==> src/rtl/mod_exp_engine.sv <==
`timescale 1ns/1ps
`default_nettype none
// ============================================================================
// Module      : mod_exp_engine
// Description : Modular exponentiation value^exponent mod modulus using
//               right-to-left square-and-multiply over a bit-serial
//               interleaved (Blakley) modular multiplier.
//               Optional macro MODEXP_CONST_TIME_EN: always processes all
//               EXP_WIDTH exponent bits (no early exit).
// Revision    : 1.0 - initial release
// ============================================================================
module mod_exp_engine #(
    parameter int WIDTH     = 16,
    parameter int EXP_WIDTH = 16
) (
    input  logic                 clk_in,
    input  logic                 rst_n_in,
    input  logic                 ready_in,
    input  logic                 abort_in,
    input  logic [WIDTH-1:0]     value_in,
    input  logic [EXP_WIDTH-1:0] exponent_in,
    input  logic [WIDTH-1:0]     modulus_in,
    output logic [WIDTH-1:0]     value_out,
    output logic                 busy_out,
    output logic                 valid_out,
    output logic                 error_out
);

    localparam int                 c_CNT_W    = (WIDTH > 1) ? $clog2(WIDTH) : 1;
    localparam logic [c_CNT_W-1:0] c_CNT_LAST = c_CNT_W'(WIDTH - 1);
    localparam logic [c_CNT_W-1:0] c_CNT_ONE  = c_CNT_W'(1);

    localparam logic [2:0] c_IDLE   = 3'd0;
    localparam logic [2:0] c_REDUCE = 3'd1;
    localparam logic [2:0] c_CHECK  = 3'd2;
    localparam logic [2:0] c_MUL    = 3'd3;
    localparam logic [2:0] c_SQR    = 3'd4;
    localparam logic [2:0] c_DONE   = 3'd5;

    logic [2:0]           r_state;
    logic [2:0]           w_next;
    logic [WIDTH-1:0]     r_m;       // captured modulus
    logic [WIDTH-1:0]     r_b;       // running base power b^(2^k) mod m
    logic [WIDTH-1:0]     r_res;     // running result
    logic [WIDTH-1:0]     r_acc;     // reduction / multiplier accumulator (always < m)
    logic [WIDTH-1:0]     r_shift;   // serial operand, consumed MSB first
    logic [EXP_WIDTH-1:0] r_e;       // remaining exponent bits
    logic [c_CNT_W-1:0]   r_cnt;     // step counter within REDUCE/MUL/SQR
    logic                 w_last;
    logic                 w_exp_done;
    logic [WIDTH+1:0]     w_m_ext;
    logic [WIDTH+1:0]     w_addend;
    logic [WIDTH+1:0]     w_dbl;
    logic [WIDTH+1:0]     w_sub1;
    logic [WIDTH-1:0]     w_step;

    assign w_last    = (r_cnt == c_CNT_LAST);
    assign w_m_ext   = {2'b00, r_m};
    assign busy_out  = (r_state == c_REDUCE) || (r_state == c_CHECK) ||
                       (r_state == c_MUL)    || (r_state == c_SQR);
    assign valid_out = (r_state == c_DONE);

`ifdef MODEXP_CONST_TIME_EN
    localparam int                  c_BITS_W   = $clog2(EXP_WIDTH + 1);
    localparam logic [c_BITS_W-1:0] c_BITS_ALL = c_BITS_W'(EXP_WIDTH);
    localparam logic [c_BITS_W-1:0] c_BITS_ONE = c_BITS_W'(1);
    logic [c_BITS_W-1:0] r_bits;

    // Count exponent bits fully processed (one per completed squaring)
    always_ff @(posedge clk_in or negedge rst_n_in) begin
        if (!rst_n_in) begin
            r_bits <= '0;
        end else if ((r_state == c_IDLE) && ready_in) begin
            r_bits <= '0;
        end else if ((r_state == c_SQR) && w_last) begin
            r_bits <= r_bits + c_BITS_ONE;
        end
    end

    assign w_exp_done = (r_bits == c_BITS_ALL);
`else
    assign w_exp_done = (r_e == '0);
`endif

    // One shared datapath step: acc = 2*acc + addend, then fold back below m.
    // In REDUCE the addend is the next base bit, so one fold already suffices.
    always_comb begin
        w_addend = '0;
        if (r_state == c_REDUCE) begin
            w_addend = {{(WIDTH + 1){1'b0}}, r_shift[WIDTH-1]};
        end else if (r_shift[WIDTH-1]) begin
            w_addend = {2'b00, r_b};
        end
        w_dbl  = {1'b0, r_acc, 1'b0} + w_addend;
        w_sub1 = (w_dbl >= w_m_ext) ? (w_dbl - w_m_ext) : w_dbl;
        w_step = (w_sub1 >= w_m_ext) ? WIDTH'(w_sub1 - w_m_ext) : w_sub1[WIDTH-1:0];
    end

    // State register
    always_ff @(posedge clk_in or negedge rst_n_in) begin
        if (!rst_n_in) begin
            r_state <= c_IDLE;
        end else begin
            r_state <= w_next;
        end
    end

    // Next-state decode; abort wins everywhere except IDLE and DONE
    always_comb begin
        w_next = r_state;
        case (r_state)
            c_IDLE:   if (ready_in) w_next = (modulus_in == '0) ? c_DONE : c_REDUCE;
            c_REDUCE: if (w_last) w_next = c_CHECK;
            c_CHECK: begin
                if (w_exp_done)  w_next = c_DONE;
                else if (r_e[0]) w_next = c_MUL;
                else             w_next = c_SQR;
            end
            c_MUL:    if (w_last) w_next = c_SQR;
            c_SQR:    if (w_last) w_next = c_CHECK;
            c_DONE:   w_next = c_IDLE;
            default:  w_next = c_IDLE;
        endcase
        if (abort_in && (r_state != c_IDLE) && (r_state != c_DONE)) begin
            w_next = c_IDLE;
        end
    end

    // Operand capture, serial arithmetic and result/error registers
    always_ff @(posedge clk_in or negedge rst_n_in) begin
        if (!rst_n_in) begin
            r_m       <= '0;
            r_b       <= '0;
            r_res     <= '0;
            r_acc     <= '0;
            r_shift   <= '0;
            r_e       <= '0;
            r_cnt     <= '0;
            value_out <= '0;
            error_out <= 1'b0;
        end else begin
            case (r_state)
                c_IDLE: begin
                    if (ready_in) begin
                        r_m       <= modulus_in;
                        r_e       <= exponent_in;
                        r_shift   <= value_in;
                        r_acc     <= '0;
                        r_cnt     <= '0;
                        error_out <= (modulus_in == '0);
                        if (modulus_in == '0) begin
                            value_out <= '0;
                        end
                    end
                end
                c_REDUCE: begin
                    r_acc   <= w_step;
                    r_shift <= r_shift << 1;
                    r_cnt   <= r_cnt + c_CNT_ONE;
                    if (w_last) begin
                        r_b   <= w_step;
                        r_res <= (r_m == WIDTH'(1)) ? '0 : WIDTH'(1);
                        r_acc <= '0;
                        r_cnt <= '0;
                    end
                end
                c_CHECK: begin
                    r_acc <= '0;
                    r_cnt <= '0;
                    if (w_next == c_DONE) begin
                        value_out <= r_res;
                    end else if (w_next == c_MUL) begin
                        r_shift <= r_res;
                    end else if (w_next == c_SQR) begin
                        r_shift <= r_b;
                    end
                end
                c_MUL: begin
                    r_acc   <= w_step;
                    r_shift <= r_shift << 1;
                    r_cnt   <= r_cnt + c_CNT_ONE;
                    if (w_last) begin
                        r_res   <= w_step;
                        r_shift <= r_b;
                        r_acc   <= '0;
                        r_cnt   <= '0;
                    end
                end
                c_SQR: begin
                    r_acc   <= w_step;
                    r_shift <= r_shift << 1;
                    r_cnt   <= r_cnt + c_CNT_ONE;
                    if (w_last) begin
                        r_b   <= w_step;
                        r_e   <= r_e >> 1;
                        r_acc <= '0;
                        r_cnt <= '0;
                    end
                end
                default: ;
            endcase
        end
    end

endmodule
`default_nettype wire

==> config.mk <==
export PLATFORM = sky130hd
export DESIGN_NAME = mod_exp_engine
export DESIGN_NICKNAME = d
export VERILOG_FILES = /design/src/rtl/mod_exp_engine.sv
export SDC_FILE = /design/constraint.sdc
export NUM_CORES = 1
export LEC_CHECK = 0
export ABC_CLOCK_PERIOD_IN_PS = 9000
export CAP_MARGIN = 10
export CORE_MARGIN = 4
export CORE_UTILIZATION = 65
export DETAILED_ROUTE_END_ITERATION = 8
export DONT_BUFFER_PORTS = 1
export PLACE_DENSITY = 0.81
export SLEW_MARGIN = 20
export SYNTH_ARGS = -nofsm -noshare
export SYNTH_HDL_FRONTEND = slang
export SYNTH_SLANG_ARGS = --single-unit
==> constraint.sdc <==
create_clock -name clk_in -period 9 [get_ports clk_in]
set_clock_uncertainty 0.15 [all_clocks]
set_input_delay 1.8 -clock clk_in [delete_from_list [all_inputs] [get_ports clk_in]]
set_output_delay 1.8 -clock clk_in [all_outputs]
set_load 0.005 [all_outputs]
Yosys cells after proc, flatten, opt, wreduce, memory -nomap -nowiden. Index checks and enable logic that the tools add are counted.

Add/subtract/negate cells: 4. $lt $le $gt $ge: 2. Equality and inequality tests: 19. Mux-type cells: 35. Reductions and logical operators: 23.

Operators by type and width (count): 16-bit 2-to-1 mux (16); 16-bit case mux with 2 select lines (3); 16-bit case mux with 4 select lines (1); 16-bit case mux with 3 select lines (1); 18-bit by 16-bit >= comparator with 1-bit output (2); 18-bit 2-to-1 mux (2); 16-bit logical NOT (2); 3-bit 2-to-1 mux (7); 17-bit by 18-bit adder with 18-bit output (1); 18-bit by 16-bit subtractor with 18-bit output (1); 16-bit by 1-bit equality test with 1-bit output (second input constant) (1); 16-bit subtractor (1); 3-bit equality test (second input constant) (4); 2-bit inequality test (second input constant) (6); 3-bit case mux with 4 select lines (1); 4-bit case mux with 3 select lines (1); 3-bit by 2-bit equality test with 1-bit output (second input constant) (3); 4-bit 2-to-1 mux (2); 4-bit AND reduction (2); 2-bit AND reduction (3); 3-bit AND reduction (2); 2-bit nonzero test (3); 3-bit nonzero test (2); 4-bit by 1-bit adder with 4-bit output (second input constant) (1); other kinds (12) (15).

Flip-flop bits (word level): 120. Bits of input ports: 52. Output and inout bits: 19. Word-level logic and storage cells: 93.

Depth between registers and ports, before layout. Gate-level depths: netlist of run 1.

Depth in word-level cells: 10. Depth in mapped cells: 37. Gate-level depth less buffers: 33.

Least setup slack after synthesis of run 1. Ideal clock, no wire load.

Path kind: reg2reg. Start: register r_state[2]. End: register r_b[14]. Library setup time: 0.125 ns. Arrival: 6.745 ns. Required time: 8.725 ns. Setup slack: 1.981 ns. Stages on the path, launching flop included: 35. Path buffers: 2. Clock period less this slack: 7.019 ns. Cell sequence: dfrtp_1 clkbuf_1 nand2b_1 nor2_1 nor2b_1 clkbuf_1 and2_1 ha_1 inv_1 fa_1 nor2b_1 o2111ai_1 a31oi_1 nor2_1 xnor2_1 ha_1 and4_1 nand3_1 nor4_1 nor3_1 a22oi_1 a21oi_4 mux2_2 ha_1 fa_1 nor2b_1 o21ai_0 a21boi_0 o31ai_1 nand2b_1 a21oi_1 o21a_1 o31ai_4 mux2_2 mux2_2.

Longest elaborated chain between the ends: 7. Elaborated cells between the ends (all ways): 12. Those cells by class: 3 x add/sub; 2 x order compare; 2 x eq/ne; 3 x mux; 2 x reduce/logical.

Ends and longest elaborated chain: start, declared (RTL line 40) `logic [2:0] r_state;`; start signal, assigned (RTL line 102) `r_state <= c_IDLE;`; start signal, assigned (RTL line 104) `r_state <= w_next;`; 3-bit by 1-bit equality test with 1-bit output (RTL line 89, 142); 18-bit 2-to-1 mux (RTL line 89) `if (r_state == c_REDUCE) begin`; 17-bit by 18-bit adder with 18-bit output (RTL line 94) `w_dbl = {1'b0, r_acc, 1'b0} + w_addend;`; 18-bit by 16-bit subtractor with 18-bit output or 18-bit by 16-bit >= comparator with 1-bit output (tied branches) (RTL line 95) `w_sub1 = (w_dbl >= w_m_ext) ? (w_dbl - w_m_ext) : w_dbl;`; 18-bit 2-to-1 mux (RTL line 95); 16-bit subtractor or 18-bit by 16-bit >= comparator with 1-bit output (tied branches) (RTL line 96) `w_step = (w_sub1 >= w_m_ext) ? WIDTH'(w_sub1 - w_m_ext) : w_sub1[WIDTH-1:0];`; 16-bit 2-to-1 mux (RTL line 96); end signal, assigned (RTL line 161) `r_b <= w_step;`; end signal, assigned (RTL line 194) `r_b <= w_step;`; end, declared (RTL line 43) `logic [WIDTH-1:0] r_b;`.

Parallel ways exist; a longest one is shown, timed or not. A chain may end at the register's enable or synchronous reset.

Worst setup path after layout of run 1.
Start: register r_state[0]. End: register r_acc[8].

Longest elaborated chain between the ends: 9. Elaborated cells between the ends (all ways): 19. Those cells by class: 3 x add/sub; 2 x order compare; 5 x eq/ne; 5 x mux; 4 x reduce/logical.

Ends and longest elaborated chain: 3-bit by 1-bit equality test with 1-bit output (RTL line 89, 142); 18-bit 2-to-1 mux (RTL line 89); 17-bit by 18-bit adder with 18-bit output (RTL line 94); 18-bit by 16-bit subtractor with 18-bit output or 18-bit by 16-bit >= comparator with 1-bit output (tied branches) (RTL line 95); 18-bit 2-to-1 mux (RTL line 95); 16-bit subtractor or 18-bit by 16-bit >= comparator with 1-bit output (tied branches) (RTL line 96); 16-bit 2-to-1 mux (RTL line 96); 16-bit 2-to-1 mux (RTL line 160, 182, 193); 16-bit case mux with 3 select lines (RTL line 142) `case (r_state)`; end signal, assigned (RTL line 157) `r_acc <= w_step;`; end signal, assigned (RTL line 179) `r_acc <= w_step;`; end signal, assigned (RTL line 190) `r_acc <= w_step;`; end, declared (RTL line 45) `logic [WIDTH-1:0] r_acc;`.

Parallel ways exist; a longest one is shown, timed or not.

==> run_results.csv, run 1 <==
group,metric,value,unit
worst_setup_path,r2r_start,"r_state[0]$_DFF_PN0_",
worst_setup_path,startpoint,"r_state[0]$_DFF_PN0_",
place,dp_hpwl,17.3,mm
routing,drc,2,
run_status,violations,"design-rule violations",
place,dpl_cell_area,8230,um^2
worst_setup_path,slowest_delay,0.59,ns
synth,synth_fp_nets,1018,
cts,cts_tree,"yes",
routing,dr_wl_met2,11.2,mm
global_routing,antenna_found_initial,0,
finish,utilization,72.6,%
cts,cts.sinks,120,
synth,synth.distinct_cells,62,
routing,drt-initial-drc-count,902,
routing,drt-total-wl,23.5,mm
worst_setup_path,r2r_end,"r_acc[8]$_DFFE_PN0P_",
synth,async_flop_share,100,%
finish,diodes,0,
cts,cts.htree.levels,4,
worst_setup_path,cp.arrival,8.57,ns
die,core_region_area,12200,um^2
synth,yosysWarnings,0,
synth,synth_seq_cells,120,
die,num_rows,40,
worst_setup_path,cp-start-kind,"flip-flop",
cts,clockBufferDepth,2,
timing,max_slew_margin,28.1,%
routing,ant_nets,0,
die,dieHeight,120,um
place,place_congestion,1.04,
timing,rsz0062_at_grt,"no",
synth,syn_area,8150,um^2
timing,period_share,93.9,%
die,initial_core_util,67.0,%
finish,fillers,910,
global_routing,grt_pass1_vias,7056,
synth,synth_edf_count,0,
routing,dr.pass1.iters,9,
worst_setup_path,crit_path_end,"r_acc[8]$_DFFE_PN0P_",
worst_setup_path,critPathRequiredTime,9.12,ns
synth,synth_cells,915,
timing,hold_viol,0,
routing,met1Wirelength,9.76,mm
cts,cts-root-buf,"clkbuf_16",
synth,yosys_most_used_dff,"dfrtp_1",
routing,top_layer,"met4",
cts,postCtsSetupBuffers,0,
worst_setup_path,cp_max_fo,16,
timing,finalSetupViolCount,0,
place,buffer_ports.inserted,0,
synth,postSynthAreaPerCell,8.91,um^2
global_routing,grt_pass1_wl,37.6,mm
place,place_ws,0.742,ns
timing,worst_pin_slew,1.08,ns
routing,wl_per_cell,21.7,um
timing,postLayoutSetupSlackWorst,0.551,ns
min_path,hold_class,"reg2reg",
die,die_x,120,um
worst_setup_path,crit_path_end_kind,"flip-flop",
cts,cts_buffers,17,
worst_setup_path,crit_path_top_delay_cell,"mux2i_1",
finish,nNetsFinal,1005,
finish,postLayoutCellArea,8820,um^2
routing,vias,7278,
timing,setup-tns-final,0,ns
routing,met3WireLength,2.04,mm
timing,slew_viol_final,0,
cts,cts_hold_buf,0,
synth,yosysSeqAreaShare,36.8,%
job,drv_cap,0,
die,die_area,14400,um^2
cts,clk_pin_slew_worst_paths,0.06,ns
timing,min_period,8.45,ns
routing,viasPerCell,6.72,
worst_setup_path,worstSetupPathType,"reg2reg",
finish,areaGrowthSynthToFinish,8.26,%
die,io_pins,71,
worst_setup_path,r2r_slack,0.55,ns
run_status,status,"finished, violations left",
cts,insertion_delay,0.42,ns
timing,fmax,118,MHz
global_routing,grt_overflow_total,0,
worst_setup_path,reg2regPathDepth,33,
finish,layout-drive-gt1-share,8.52,%
global_routing,grt_util_all_layers,33.5,%
cts,cts_resized,0,
global_routing,grt_max_degree,121,
[critical path: cells and delay by family (launching register included)]
kind            cells  cell delay [ns]
fa+ha+maj           5             1.59
mux                 2             0.93
flops               1             0.55
compound gates     11             2.70
simple gates       12             1.95
buf+inv             2             0.26
xor+xnor            1             0.15
[final cells by class]
type | instances | area (um^2) | area share [%]
sequential | 120 | 3000 | 34.0
timing repair buffer | 7 | 52.6 | 0.595
multi-input combinational | 704 | 4770 | 54.1
clock buffer | 18 | 439 | 4.98
tap | 168 | 210 | 2.38
inverter | 52 | 195 | 2.21
clock inverter | 14 | 150 | 1.70
[cell families after synthesis]
family / share of synthesized area, %
buf+inv: 4.70
xor+xnor: 4.41
flops: 36.8
mux: 6.00
compound gates: 23.6
simple gates: 16.2
fa+ha+maj: 8.23
[how the worst min path moves through the flow]
stage / from / end / slack [ns] / cells after the start
2_1_floorplan: r_acc[0]$_DFFE_PN0P_ / r_acc[0]$_DFFE_PN0P_ / 0.31 / 2
3_3_place_gp: r_acc[6]$_DFFE_PN0P_ / r_acc[6]$_DFFE_PN0P_ / 0.32 / 2
3_5_place_dp: r_shift[10]$_DFFE_PN0P_ / r_shift[10]$_DFFE_PN0P_ / 0.33 / 1
4_1_cts: r_shift[10]$_DFFE_PN0P_ / r_shift[10]$_DFFE_PN0P_ / 0.34 / 1
5_1_grt: r_shift[10]$_DFFE_PN0P_ / r_shift[10]$_DFFE_PN0P_ / 0.35 / 1
6_report: r_shift[10]$_DFFE_PN0P_ / r_shift[10]$_DFFE_PN0P_ / 0.34 / 1
[Yosys cell counts, types with 3 or more instances]
cell,count,area [um^2]
mux2_2,15,169
nor4_1,12,75.1
a22o_1,9,78.8
o21bai_1,7,52.6
and2_1,17,106
ha_1,48,601
nand2_1,109,409
fa_1,3,60.1
a22oi_1,3,22.5
o211ai_1,8,60.1
nand3_1,29,145
nand2b_1,8,50.1
buf_1,3,11.3
nor2b_1,8,50.1
and3_1,6,37.5
nor2_1,53,199
xnor2_1,26,228
a21o_1,19,143
a211oi_1,3,22.5
inv_1,52,195
clkbuf_1,27,101
o21ai_0,87,435
or3_1,6,37.5
dfrtp_1,120,3000
o21a_1,22,165
nor3_1,10,50.1
xor2_1,15,131
o211ai_2,14,175
buf_2,6,30.0
o22ai_1,14,87.6
buf_6,4,45.0
nand4_1,7,43.8
or2_1,3,18.8
o21ai_1,6,30.0
mux2i_1,32,320
a21oi_1,40,200
a222oi_1,15,150
a31oi_1,20,125
[sequential cells by signal, summed over array words and instances, names as in the netlist]
register   cells
error_out      1
r_acc         16
r_b           16
r_cnt          4
r_e           16
r_m           16
r_res         16
r_shift       16
r_state        3
value_out     16
[metal layers]
layer  global-route usage, %  up-vias
li1                        -     3297
met1                    46.0     3522
met2                    53.6      404
met3                    6.69       55
met4                    10.6        0
met5                       0        -
[placed cells by master (no fill, tap or decap), types with 6 or more instances in the layout]
cell / count
clkinvlp_4: 6
inv_1: 52
xnor2_1: 26
clkbuf_16: 17
or3_1: 6
o22ai_1: 14
a222oi_1: 15
a22o_1: 9
nor3_1: 10
a31oi_1: 20
nor4_1: 12
nor2b_1: 8
nand2b_1: 8
nand4_1: 7
o21bai_1: 7
nand2_1: 109
nand3_1: 29
o21a_1: 22
buf_4: 7
o21ai_0: 87
ha_1: 48
o21ai_1: 6
a21o_1: 19
mux2i_1: 32
xor2_1: 15
a21oi_1: 40
nor2_1: 53
dfrtp_1: 120
o211ai_1: 8
o211ai_2: 14
and3_1: 6
mux2_2: 15
and2_1: 17
[stage by stage]
stage / instances / hold WS, ns
after global routing: 1083 / 0.351
after detailed placement: 1050 / 0.330
after CTS: 1082 / 0.342
after global placement: 1050 / 0.321
after floorplan: 915 / 0.306
final: 1083 / 0.342
Power of run 1 is left out: the tool's default activity adds up to more than one toggle a clock period on the data nets, which glitch-free logic cannot reach.
==> run 2, diff against run 1 <==
--- a/constraint.sdc
+++ b/constraint.sdc
@@ -4,2 +4,2 @@
 set_output_delay 1.8 -clock clk_in [all_outputs]
-set_load 0.005 [all_outputs]
+set_load 0.02 [all_outputs]
==> results of run 2 <==
No change in the layout: final DEF, timing and power equal those of run 1.
Power of run 2 is left out for the same reason.
==> run 3, diff against run 2 <==
Settings changed: ABC_CLOCK_PERIOD_IN_PS 9000 to 10940, CORE_UTILIZATION 65 to 70, PLACE_DENSITY 0.81 to 0.86.
Clock period 9 ns to 10.94 ns, I/O delays scaled along.
==> run_results.csv, run 3 (synthesis gave the netlist of run 1 again) <==
group,metric,value,unit
routing,met1Wirelength,9.07,mm
cts,clk_pin_slew_worst_paths,0.06,ns
global_routing,antenna_found_initial,0,
die,io_pins,71,
place,dp_hpwl,16.8,mm
min_path,hold_class,"reg2reg",
cts,cts.sinks,120,
worst_setup_path,cp_max_fo,27,
routing,drc,0,
cts,cts-root-buf,"clkbuf_16",
die,core_region_area,11400,um^2
finish,multi_input_area,4770,um^2
finish,diodes,0,
worst_setup_path,crit_path_end_kind,"flip-flop",
routing,vias,7319,
routing,dr_wl_met2,10.8,mm
finish,layout-drive-gt1-share,8.22,%
die,die_x,116,um
worst_setup_path,crit_path_top_delay_cell,"dfrtp_1",
timing,max_slew_margin,29.8,%
routing,drt-initial-drc-count,1089,
global_routing,grt_pass1_wl,36.2,mm
worst_setup_path,slowest_delay,0.78,ns
finish,fillers,789,
die,num_rows,39,
timing,worst_pin_slew,1.05,ns
place,dpl_cell_area,8180,um^2
timing,rsz0062_at_grt,"no",
global_routing,grt_max_degree,121,
min_path,hold_path_depth,1,
worst_setup_path,worstSetupPathType,"reg2reg",
timing,setup-tns-final,0,ns
job,drv_cap,0,
finish,mostFrequentLayoutCells,"dfrtp_1, nand2_1, o21ai_0",
cts,postCtsSetupBuffers,0,
routing,top_layer,"met4",
cts,cts.htree.levels,4,
die,dieHeight,116,um
routing,ant_nets,0,
run_status,status,"finished clean",
finish,seqCellArea,3000,um^2
place,buffer_ports.inserted,0,
routing,met3WireLength,1.91,mm
finish,postLayoutCellArea,8730,um^2
routing,drt-total-wl,23.0,mm
die,die_area,13400,um^2
routing,wl_per_cell,21.8,um
timing,hold_viol,0,
timing,fmax,111,MHz
routing,viasPerCell,6.94,
finish,nNetsFinal,1002,
routing,dr.pass1.iters,7,
cts,cts_buffers,17,
timing,slew_viol_final,0,
place,place_congestion,1.04,
cts,cts_resized,0,
cts,clockBufferDepth,2,
global_routing,grt_overflow_total,0,
worst_setup_path,critPathRequiredTime,11.09,ns
finish,layout_commonest_cell,"dfrtp_1",
worst_setup_path,reg2regPathDepth,31,
global_routing,grt_util_all_layers,35.1,%
timing,period_share,82.5,%
die,initial_core_util,71.4,%
cts,insertion_delay,0.43,ns
finish,areaGrowthSynthToFinish,7.05,%
timing,finalSetupViolCount,0,
worst_setup_path,cp-start-kind,"flip-flop",
worst_setup_path,r2r_slack,1.91,ns
global_routing,grt_pass1_vias,6948,
worst_setup_path,cp.arrival,9.18,ns
cts,cts_hold_buf,0,
cts,cts_tree,"yes",
timing,min_period,9.03,ns
-- run 3: cell count changes in the layout (fill, tap and decap cells not counted), sizes merged --
| cell | previous run | this run |
|---|---|---|
| buf | 7 | 5 |
| a21oi | 42 | 41 |
| bufinv | 2 | 0 |
| clkinvlp | 6 | 4 |
| inv | 54 | 57 |
| clkinv | 4 | 6 |
| clkbuf | 18 | 17 |
-- run 3: critical path, delay by kind of cell, from the launching register on --
family | cells | cell delay (ns)
mux | 3 | 1.04
simple gates | 8 | 1.90
buf+inv | 2 | 0.14
xor+xnor | 2 | 0.32
flops | 1 | 0.78
compound gates | 12 | 3.37
fa+ha+maj | 4 | 1.19
-- run 3: layer usage --
metal	global-route usage (%)	vias up
met4	17.7	0
met1	45.3	3507
met2	55.8	412
li1	-	3297
met5	0	-
met3	7.89	103
-- run 3: per-stage QoR --
stage | hold slack, ns | setup slack (ns) | util (%) | std cells
3_5_place_dp | 0.335 | 2.24 | 71.6 | 1023
2_1_floorplan | 0.306 | 3.92 | - | 915
5_1_grt | 0.367 | 1.33 | 76.4 | 1055
4_1_cts | 0.348 | 2.19 | 76.4 | 1055
6_report | 0.349 | 1.91 | 76.4 | 1055
3_3_place_gp | 0.321 | 2.71 | 71.6 | 1023
-- run 3: final timing paths --
kind / to / start
worst max-delay path: r_b[9]$_DFFE_PN0P_ / r_state[2]$_DFF_PN0_
worst min-delay path: r_shift[10]$_DFFE_PN0P_ / r_shift[10]$_DFFE_PN0P_
worst max register to register: r_b[9]$_DFFE_PN0P_ / r_state[2]$_DFF_PN0_
worst min register to register: r_shift[10]$_DFFE_PN0P_ / r_shift[10]$_DFFE_PN0P_
max in group asynchronous: r_m[7]$_DFFE_PN0P_ / rst_n_in
min in group asynchronous: r_acc[6]$_DFFE_PN0P_ / rst_n_in
-- run 3: cell type report --
type                            instances  share of cell area, %
Timing Repair Buffer                    5                  0.430
Inverter                               52                   2.24
Multi-Input combinational cell        703                   54.6
Clock inverter                         15                   1.38
Tap cell                              143                   2.05
Clock buffer                           17                   4.88
Sequential cell                       120                   34.4
Power of run 3 is left out for the same reason.
